--- config.mk ---
export PLATFORM = sky130hd
export DESIGN_NAME = dmem_ctrl
export DESIGN_NICKNAME = d
export VERILOG_FILES = /design/src/rtl/dmem_ctrl.sv
export SDC_FILE = /design/constraint.sdc
export NUM_CORES = 2
export LEC_CHECK = 0
export BUFFER_PORTS_ARGS = -buffer_cell sky130_fd_sc_hd__buf_2
export CAP_MARGIN = 10
export CORE_MARGIN = 3
export CORE_UTILIZATION = 44
export DETAILED_ROUTE_END_ITERATION = 16
export GPL_TIMING_DRIVEN = 0
export PLACE_DENSITY_LB_ADDON = 0.12
export REMOVE_ABC_BUFFERS = 1
export SETUP_SLACK_MARGIN = 0.15
export SLEW_MARGIN = 20
export SYNTH_ARGS = -nofsm -noshare
export SYNTH_HDL_FRONTEND = slang
export SYNTH_SLANG_ARGS = --single-unit
export TNS_END_PERCENT = 10
--- constraint.sdc ---
create_clock -name clk -period 5.65 [get_ports clk]
set_clock_uncertainty 0.05 [all_clocks]
set_input_delay 1.13 -clock clk [delete_from_list [all_inputs] [get_ports clk]]
set_output_delay 1.13 -clock clk [all_outputs]
set_load 0.02 [all_outputs]
--- src/rtl/dmem_ctrl.sv ---
// dmem_ctrl: multi-cycle data memory with valid/ready requests, wait states and b/h/w access
module dmem_ctrl #(
    parameter int DEPTH   = 64,
    parameter int LATENCY = 2
) (
    input  logic        clk,
    input  logic        reset,
    input  logic        req_valid,
    output logic        req_ready,
    input  logic        req_we,
    input  logic [2:0]  req_size,
    input  logic [31:0] req_addr,
    input  logic [31:0] req_wdata,
    output logic        rsp_valid,
    output logic [31:0] rsp_rdata,
    output logic        rsp_err,
    output logic        busy
);
    localparam int AW = DEPTH > 1 ? $clog2(DEPTH) : 1;

    typedef enum logic [1:0] {IDLE, WAIT, RESP} state_t;

    state_t      state, state_n;
    logic [3:0]  cnt;
    logic        we_q;
    logic [2:0]  size_q;
    logic [31:0] addr_q, wdata_q;
    logic [31:0] mem [DEPTH];
    logic        accept, enter;
    logic        a_we;
    logic [2:0]  a_size;
    logic [31:0] a_addr, a_wdata;
    logic [AW-1:0] idx;
    logic [31:0] word, rdata_n, wval;
    logic [7:0]  bsel;
    logic [15:0] hsel;
    logic [3:0]  wmask;
    logic        err;

    always_ff @(posedge clk) begin
        if (!reset) state <= IDLE;
        else        state <= state_n;
    end

    always_comb begin
        state_n = state == IDLE ? (accept ? (LATENCY == 0 ? RESP : WAIT) : IDLE) :
                  state == WAIT ? (cnt == 4'd1 ? RESP : WAIT) : IDLE;
    end

    always_comb begin
        req_ready = reset && state == IDLE;
        busy      = state != IDLE;
        rsp_valid = state == RESP;
    end

    // With zero wait states the access happens on the accept edge, so use the live request
    always_comb begin
        accept  = req_valid && req_ready;
        enter   = state_n == RESP && state != RESP;
        a_we    = state == IDLE ? req_we    : we_q;
        a_size  = state == IDLE ? req_size  : size_q;
        a_addr  = state == IDLE ? req_addr  : addr_q;
        a_wdata = state == IDLE ? req_wdata : wdata_q;
        idx     = a_addr[AW+1:2];
        word    = mem[idx];
        err     = a_size inside {3'b011, 3'b110, 3'b111} || (a_we && a_size[2]) ||
                  (a_size[1:0] == 2'b01 && a_addr[0]) ||
                  (a_size[1:0] == 2'b10 && a_addr[1:0] != 2'b00) ||
                  {2'b00, a_addr[31:2]} >= 32'(DEPTH);
        bsel    = word[8*a_addr[1:0] +: 8];
        hsel    = a_addr[1] ? word[31:16] : word[15:0];
        rdata_n = (err || a_we) ? 32'd0 :
                  a_size[1:0] == 2'b00 ? {{24{!a_size[2] && bsel[7]}}, bsel} :
                  a_size[1:0] == 2'b01 ? {{16{!a_size[2] && hsel[15]}}, hsel} : word;
        wmask   = a_size[1:0] == 2'b00 ? 4'b0001 << a_addr[1:0] :
                  a_size[1:0] == 2'b01 ? (a_addr[1] ? 4'b1100 : 4'b0011) : 4'b1111;
        wval    = a_size[1:0] == 2'b00 ? {4{a_wdata[7:0]}} :
                  a_size[1:0] == 2'b01 ? {2{a_wdata[15:0]}} : a_wdata;
    end

    always_ff @(posedge clk) begin
        if (!reset) begin
            cnt       <= 4'd0;
            rsp_rdata <= 32'd0;
            rsp_err   <= 1'b0;
        end else begin
            if (accept) begin
                we_q    <= req_we;
                size_q  <= req_size;
                addr_q  <= req_addr;
                wdata_q <= req_wdata;
                cnt     <= 4'(LATENCY);
            end else if (state == WAIT) begin
                cnt <= cnt - 4'd1;
            end
            if (enter) begin
                rsp_rdata <= rdata_n;
                rsp_err   <= err;
            end
        end
    end

    // Memory is never cleared; a reset on the commit edge drops the pending store
    always_ff @(posedge clk) begin
        if (reset && enter && a_we && !err)
            for (int i = 0; i < 4; i++)
                if (wmask[i]) mem[idx][8*i +: 8] <= wval[8*i +: 8];
    end
endmodule

==> parameters.txt <==
Parameter                              Value

Flow run
  Number of max-cap violations    0

STA
  Share of the cycle needed by the critical path after routing    between 90% and 100%
  Post-route minimum period    5.434 ns
  Final count of negative-setup-slack endpoints    0
  Setup repair after global routing missed its margin    true
  Fin. max-slew vios    0
  FMAX    184.0 MHz
  Measured slew at the worst slew-check pin    approximately 1.2 ns
  Relative max-transition margin    17.14%
  Count of endpoints failing hold in the final timing report    0

Critical path
  Req. time, crit path    6.37 ns
  Worst reg2reg path endpoint    rsp_rdata[14]
  Register-to-register setup slack    0.22 ns
  Critical path type    flop to flop
  CP Capture Type    flop
  Launching element type of the critical path    flop
  R2R Path Start    state[1]
  Arrival time of the worst setup path    6.16 ns
  Worst Path Max Fanout    34
  Worst-case reg-to-reg path depth    16

Worst hold path
  Instance count along the most critical hold path    2
  Sink of the worst hold path    rsp_rdata[3]
  Hold WC Path Type    flop to flop
  Hold_sp    rsp_rdata[3]

Synth
  Netlist area before placement    83900 µm²
  Main synth FF type    edfxtp_1
  Count of state elements after synthesis    ~2200
  Number of instances in the synthesized netlist    5549
  Count of unique library cells instantiated by Yosys    100
  Synthesized area per cell    ~15 µm²
  Number of synthesis warnings    0
  Number of enable-type register cells in the synthesized netlist    2116
  Sequential share of the synthesized area    76.67%
  Async set or reset register ratio after synthesis    0%

Floorplanning
  Number of ports placed on the die boundary    around 110
  Die width    442.7 µm
  Floorplan die height    ~440 µm
  Effective utilization at floorplan    44.48%
  Area of the die    195900 µm²
  Number of core rows    approximately 160
  Floorplan Core Area    roughly 190000 µm²

Clock tree
  CTS sink cnt    between 2000 and 2500
  CTS max path bufs    3
  Clock tree root buffer cell    clkbuf_16
  CTS tree    yes
  Clock-pin slew reported for the worst setup and hold paths after clock tree synthesis    0.06 ns
  Number of buffers inserted during clock tree synthesis    approximately 220
  CTS H-Tree Depth    4
  Clock network latency to the later pin of the worst-skew pair    0.86 ns

Drt
  Total Wirelength    286500 µm
  Count of routing violations after the opening detailed-route iteration    6585
  Wire length per cell after detailed routing    33.93 µm
  Number of remaining DRC errors    0
  Antenna Nets Post-Route    0
  Iteration count of the initial detailed-routing pass    7
  Detailed-route vias per instance    6.366
  Total number of vias    53751

GRT
  Leftover overflow at the end of global routing    0
  Wire length of the first global-routing pass    401000 µm
  Largest net degree at the start of global routing    88
  Initial antenna violation count    13
  Via count of the first global-routing pass    about 50000
  Overall routing resource usage    between 20% and 30%

Status
  Status    complete, no violations

Placement
  Count of buffers from port buffering    roughly 110
  Final Wtd Congestion    0.8553
  Detailed placer's ending HPWL    188800 µm
  Post-placement cell area    92330 µm²

Power and ir drop
  Total power    36260 µW
  Power per Cell Area    ~360 nW/µm²
  Static power due to leakage    0.03170 µW
  VDD IR max    364.8 µV

Finish
  Fraction of final layout cells with drive strength greater than 1    17.24%
  Fin util    52.69%
  Total Nets Final    5830
  Non-Filler Cell Area, Final    99370 µm²
  Area added between synthesis and finish    18.44%
-- worst max path at each step --
stage / from / endpoint / slack [ns] / depth (start not counted)
after global routing: state[1] / mem[25][8] / 0.11 / 14
after global placement: state[0] / rsp_rdata[0] / -22.38 / 10
after floorplan: state[0] / rsp_rdata[16] / -4.39 / 10
after detailed placement: req_addr[2] / rsp_rdata[20] / -1.82 / 15
final: state[1] / rsp_rdata[14] / 0.22 / 16
after CTS: state[0] / rsp_rdata[5] / 0.16 / 14
-- routing by layer --
metal | global-route usage, % | up-vias | routed length (µm)
li1 | - | 22647 | -
met1 | 39.00 | 27824 | 115100
met2 | 44.12 | 2710 | 131200
met3 | 5.488 | 566 | 23820
met4 | 14.57 | 4 | 16360
met5 | 0 | - | 29
-- worst max-delay path: stages, from the launching register on --
cell and delay (ns):
dfxtp_4 0.57, nor2_4 0.10, buf_16 0.18, inv_6 0.37, o32ai_4 0.27, buf_8 0.23
buf_8 0.16, buf_8 0.17, nand2_4 0.33, buf_12 0.25, buf_12 0.23, o22ai_1 0.12
or3b_2 0.48, a21oi_1 0.46, nand4b_1 0.54, a221o_1 0.52, o21ai_1 0.15
-- Yosys cell counts, drive strengths merged, types with 7 or more instances --
master / number / area (µm²)
o21ai: 210 / 1066
a21oi: 113 / 565.5
a31oi: 78 / 503.0
o221ai: 172 / 1519
nor3: 236 / 1197
nand4: 32 / 200.2
a32o: 24 / 240.2
and2: 7 / 43.79
o2111ai: 21 / 183.9
a222oi: 11 / 110.1
and3: 14 / 87.58
o22a: 21 / 183.9
nand3: 186 / 930.9
dfxtp: 39 / 780.8
nor2: 272 / 1045
o211ai: 15 / 112.6
a22o: 12 / 105.1
a22oi: 29 / 217.7
nand2: 597 / 2270
inv: 86 / 322.8
edfxtp: 2116 / 63540
a221o: 8 / 80.08
mux2: 9 / 101.4
a211oi: 13 / 97.59
nand2b: 8 / 50.05
buf: 302 / 1904
o221a: 7 / 78.83
clkbuf: 104 / 390.4
nor4: 22 / 137.6
or3: 12 / 75.07
or4: 10 / 78.82
mux2i: 120 / 1205
o22ai: 474 / 2972
a32oi: 56 / 490.5
o31ai: 17 / 132.6
-- cell families (layout without fill, tap and decap cells) --
group / Yosys count / in the layout / synth area share (%)
mux: 129 / 129 / 1.557
simple gates: 1429 / 1430 / 7.616
other cells: 0 / 10 / 0
buf+inv: 493 / 882 / 3.124
fa+ha+maj: 2 / 2 / 0.02982
compound gates: 1341 / 1341 / 11.00
flops: 2155 / 2155 / 76.67
-- stage by stage --
stage          setup WS (ns)  TNS [ns]  cells  hold slack (ns)
6_report              0.2159         0   8444           0.4041
2_1_floorplan         -4.386  -4260.89   5143           0.4156
3_5_place_dp          -1.817  -1309.21   8020           0.4030
3_3_place_gp          -22.38         -   7744           0.4007
4_1_cts               0.1645         0   8432           0.3484
5_1_grt               0.1076         0   8436           0.3813
-- report_power, final --
group          switching (µW)  internal, µW  leakage, µW
clock                    6070          7560      0.00325
sequential               20.3         18000       0.0193
combinational            3200          1410      0.00913
-- sequential cells by signal, indices dropped and copies added (netlist names) --
register	flops
mem	2048
wdata_q	32
cnt	4
we_q	1
state	2
size_q	3
rsp_rdata	32
rsp_err	1
addr_q	32
-- repair_timing --
item                                     CTS  global route
resized for setup                         51             4
pin swaps                                  5             2
setup buffers                              7             1
endpoints found under the setup margin  2080           149
hold buffers                               0             0
cloned                                     3             1
-- placed cells by master, fill, tap and decap left out, types with 21 or more instances in the layout --
master	netlist	routed
a22oi_1	29	28
buf_12	2	56
clkbuf_16	0	224
buf_8	8	37
clkinv_2	0	47
inv_1	85	77
mux2i_1	119	99
buf_2	176	105
nor2_2	0	29
nand2_1	591	580
nor2_1	270	234
a32oi_1	56	55
buf_16	0	118
a21oi_1	113	102
a32o_1	24	24
nor3_2	1	153
o221ai_1	170	169
nand3_1	186	186
o22a_1	21	21
edfxtp_1	2116	2116
clkinv_1	1	60
buf_4	64	68
o21ai_0	188	185
o22ai_1	473	473
clkbuf_1	104	53
dfxtp_1	39	37
nor3_1	234	68
o2111ai_1	21	21
a31oi_1	77	69
nand4_1	32	32
-- cell type report --
| class | count | area, µm² |
|---|---|---|
| fill | 15378 | 89230 |
| sequential | 2155 | 64330 |
| multi-input combinational | 2902 | 18820 |
| timing repair buffer | 393 | 6115 |
| clock buffer | 276 | 5779 |
| tap | 2495 | 3122 |
| clock inverter | 126 | 835.8 |
| inverter | 87 | 344.1 |
| antenna | 10 | 25.02 |
No activity file was read; power rests on OpenSTA's default activity.
